$ cat config.mk
export PLATFORM = sky130hd
export DESIGN_NAME = toggle_sync_rx
export DESIGN_NICKNAME = d
export VERILOG_FILES = /design/src/rtl/toggle_sync_rx.sv
export SDC_FILE = /design/constraint.sdc
export NUM_CORES = 1
export LEC_CHECK = 0
export ABC_AREA = 1
export BUFFER_PORTS_ARGS = -buffer_cell sky130_fd_sc_hd__buf_2
export CORE_UTILIZATION = 35
export CTS_BUF_LIST = sky130_fd_sc_hd__clkbuf_2 sky130_fd_sc_hd__clkbuf_4 sky130_fd_sc_hd__clkbuf_8
export DETAILED_ROUTE_END_ITERATION = 8
export GPL_TIMING_DRIVEN = 0
export PLACE_DENSITY = 0.74
export SLEW_MARGIN = 20
export SYNTH_ARGS = -nofsm -noshare
export SYNTH_HDL_FRONTEND = slang
export SYNTH_SLANG_ARGS = --single-unit
$ cat constraint.sdc
create_clock -name clk_b -period 2.5 [get_ports clk_b]
set_input_delay 0.25 -clock clk_b [delete_from_list [all_inputs] [get_ports clk_b]]
set_output_delay 0.25 -clock clk_b [all_outputs]
set_load 0.01 [all_outputs]
$ cat src/rtl/toggle_sync_rx.sv
`default_nettype none
// ============================================================================
// Module   : toggle_sync_rx
// Brief    : Receive end of a toggle-handshake CDC. Synchronizes the request
//            toggle, captures the sender word, offers it on valid/ready and
//            returns an acknowledge toggle once the word is consumed.
//            Optional sticky overrun flag ovr_b when TOGGLE_RX_OVR_EN is defined.
// Revision : 1.0 - initial release
// ============================================================================
module toggle_sync_rx #(
    parameter int WIDTH       = 8,
    parameter int SYNC_STAGES = 2
) (
    input  logic             clk_b,
    input  logic             rst_b_n,
    input  logic             req_tog_a,
    input  logic [WIDTH-1:0] data_a,
    output logic [WIDTH-1:0] data_b,
    output logic             valid_b,
    input  logic             ready_b,
    output logic             pulse_b,
    output logic             ack_tog_b
`ifdef TOGGLE_RX_OVR_EN
    ,
    output logic             ovr_b
`endif
);

    localparam logic [1:0] c_ST_IDLE = 2'd0;
    localparam logic [1:0] c_ST_HOLD = 2'd1;

    logic [SYNC_STAGES-1:0] r_sync;
    logic                   r_req_seen;
    logic [1:0]             r_state;
    logic [WIDTH-1:0]       r_data;
    logic                   r_valid;
    logic                   r_pulse;
    logic                   r_ack;
    logic                   w_sync_last;
    logic                   w_edge;

    assign w_sync_last = r_sync[SYNC_STAGES-1];
    assign w_edge      = w_sync_last ^ r_req_seen;

    // Only the last stage may feed logic; earlier stages can be metastable.
    always_ff @(posedge clk_b or negedge rst_b_n) begin
        if (!rst_b_n) begin
            r_sync <= '0;
        end else begin
            r_sync <= {r_sync[SYNC_STAGES-2:0], req_tog_a};
        end
    end

    always_ff @(posedge clk_b or negedge rst_b_n) begin
        if (!rst_b_n) begin
            r_state    <= c_ST_IDLE;
            r_req_seen <= 1'b0;
            r_data     <= '0;
            r_valid    <= 1'b0;
            r_pulse    <= 1'b0;
            r_ack      <= 1'b0;
        end else begin
            case (r_state)
                c_ST_IDLE: begin
                    if (w_edge) begin
                        r_data     <= data_a;
                        r_valid    <= 1'b1;
                        r_pulse    <= 1'b1;
                        r_req_seen <= w_sync_last;
                        r_state    <= c_ST_HOLD;
                    end else begin
                        r_pulse <= 1'b0;
                    end
                end
                c_ST_HOLD: begin
                    // A new edge seen here stays pending and is taken in IDLE.
                    r_pulse <= 1'b0;
                    if (r_valid && ready_b) begin
                        r_valid <= 1'b0;
                        r_ack   <= ~r_ack;
                        r_state <= c_ST_IDLE;
                    end
                end
                default: begin
                    r_state <= c_ST_IDLE;
                    r_valid <= 1'b0;
                    r_pulse <= 1'b0;
                end
            endcase
        end
    end

    assign data_b    = r_data;
    assign valid_b   = r_valid;
    assign pulse_b   = r_pulse;
    assign ack_tog_b = r_ack;

`ifdef TOGGLE_RX_OVR_EN
    logic r_ovr;

    // Any edge while a word is still held means the sender toggled before the ack.
    always_ff @(posedge clk_b or negedge rst_b_n) begin
        if (!rst_b_n) begin
            r_ovr <= 1'b0;
        end else if (r_state == c_ST_HOLD && w_edge) begin
            r_ovr <= 1'b1;
        end
    end

    assign ovr_b = r_ovr;
`endif

endmodule
`default_nettype wire

==> metrics.txt <==
status=finished clean; crit-path leading delay family=flip-flops; DRC=0; Starting DRT DRC Count=6; first-pass GRT wire length=1614 microns; share of layout cells above drive strength 1=38.96%; worst hold slack=0.07502 ns; routed vias/inst=4.957; Setup WS post-layout=1.385 ns; met3 WL=64 microns; Post-Route Utilization=52.11%; hold path endpoint=r_sync[0]; r2r setup slk=1.48 ns; I/O pin cnt=23; slowest CP cell=dfrtp_1; Core Footprint=1366 sq um; hold_sp=req_tog_a; Met2 Routed Length=449 microns; Vias=456; Root Buffer=clkbuf_4; Placed Area=665.6 sq um; GRT Overall Usage=15.95%; Post-Syn Nets=62; post-route cell area=711.9 sq um; drt total wl=1096 microns; Max-Cap Viols=0; Routability Congestion=0.7431; register area share after synthesis=65.27%; initial antenna violation count=0; CTS clk-pin slew, worst paths=0.08 ns; worst setup path category=flop to primary output; final setup TNS=0 ns; Clock Sink Count=14; vias in the first global route=369; Hold Path Class=input port to flop; worst reg2reg startpoint=r_req_seen; # Post-CTS Setup Buffers=0; First-pass DRT Iterations=4; Clock Latency Late Sink=0.28 ns; commonest non-fill, non-tap cell in the layout=buf_2; Worst Reg2Reg Path Length in Cells=4; kind of end point of the critical path=primary output; Area Growth Syn to Fin=32.63%; row cnt=13; Clock Skews=0.003944 ns; critical path peak fanout=5; WP data arrival=0.86 ns; Syn Std Cell Area=536.8 sq um; DRT antenna net count=0; PwrDens=1256 nW/um^2; maximum vdd ir drop=0.5474 mV; leakage power=0.3974 nW; #FFs+latches synth=14; period utilization=44.59%; power after layout=0.8943 mW; dpl ws=1.497 ns; H-Tree Depth=1; CP cell instances=buf_2; Placed Cells incl. Taps=87; Least-Margin Pin Slew=0.3184 ns; largest net degree at the start of global routing=15; cells after synthesis=50; f_max=0.8971 GHz; reg-to-reg endpoint=data_b[0]; die extent in x=41.16 microns; Netlist cell types=10; M1 wire length=549 microns; die area=1694 sq um; DR WL/cell=11.91 microns; yosys warns=0; Antenna Cells=0; endpoints failing setup=0; critical path startpoint category=flop; Vert. Die Dim=41.16 microns; CP peak stage delay=0.43 ns; Port Buf Inserts=22; Worst EP required=2.25 ns; Min-Delay Path Depth=1; non-filler cells, final=92; CTS max path bufs=2; RSZ-0062 raised after global routing=false; highest metal used=met4; fin. max-slew vios=0; Rel. slew slack=78.77%; total gr overflow=0; CTS tree=done; nets=90; cts bufs inserted=3; Initial Util=39.29%; Worst Path Buf+Inv=1; post-route minimum period=1.115 ns; most frequent cells in the layout=buf_2, nand2_1, dfrtp_1; synthesized area per cell=10.74 sq um; Final Hold Viols=0
layer usage:
metal | vias to the layer above | track usage [%]
li1 | 221 | -
met1 | 210 | 19.26
met2 | 21 | 22.27
met3 | 4 | 4.891
met4 | 0 | 14.52
met5 | - | 0
what timing repair did:
item                                   CTS  global route
hold buffers                             1             0
endpoints found under the hold margin   14             0
setup endpoints to repair                0             0
gates resized for setup                  0             0
final cells by class:
| class | count | area (sq um) |
|---|---|---|
| Fill cell | 140 | 654.4 |
| Sequential cell | 14 | 350.3 |
| Multi-Input combinational cell | 32 | 171.4 |
| Timing Repair Buffer | 23 | 120.1 |
| Clock buffer | 4 | 36.28 |
| Tap cell | 15 | 18.77 |
| Inverter | 4 | 15.01 |
logic make-up (layout without fill, tap and decap cells):
kind of cell / after synthesis / in the layout / share of synthesized area [%]
AOI/OAI and AO/OA: 2 / 2 / 1.865
xor gates and xnor gates: 1 / 1 / 1.632
buffers and inverters: 4 / 31 / 2.796
DFF: 14 / 14 / 65.27
and+or+nand+nor: 29 / 29 / 28.44
flip-flops by register name, indices dropped and copies added (netlist names):
| signal | cells |
|---|---|
| pulse_b | 1 |
| ack_tog_b | 1 |
| valid_b | 1 |
| data_b | 8 |
| r_req_seen | 1 |
| r_sync | 2 |
power by group:
group	total, mW	switching (mW)	internal (mW)
registers	0.380	0.0547	0.325
logic	0.352	0.216	0.136
clock network	0.162	0.0737	0.0887
cells in the mapped netlist (all sizes together):
| cell type | instances | area, sq um |
|---|---|---|
| nand2 | 20 | 85.08 |
| dfrtp | 14 | 350.3 |
| nand4 | 8 | 50.05 |
| inv | 4 | 15.01 |
| o21ai | 2 | 10.01 |
| nand3 | 1 | 17.52 |
| xnor2 | 1 | 8.760 |
worst max-delay path by stage:
stage,from,end,slack (ns),depth (start not counted)
after detailed placement,valid_b,data_b[4],1.50,4
after global routing,valid_b,valid_b,1.35,1
final,valid_b,valid_b,1.39,1
after CTS,valid_b,valid_b,1.37,1
after floorplan,valid_b,data_b[0],1.57,4
after global placement,valid_b,data_b[1],1.51,4
No activity file was read; power rests on OpenSTA's default activity.
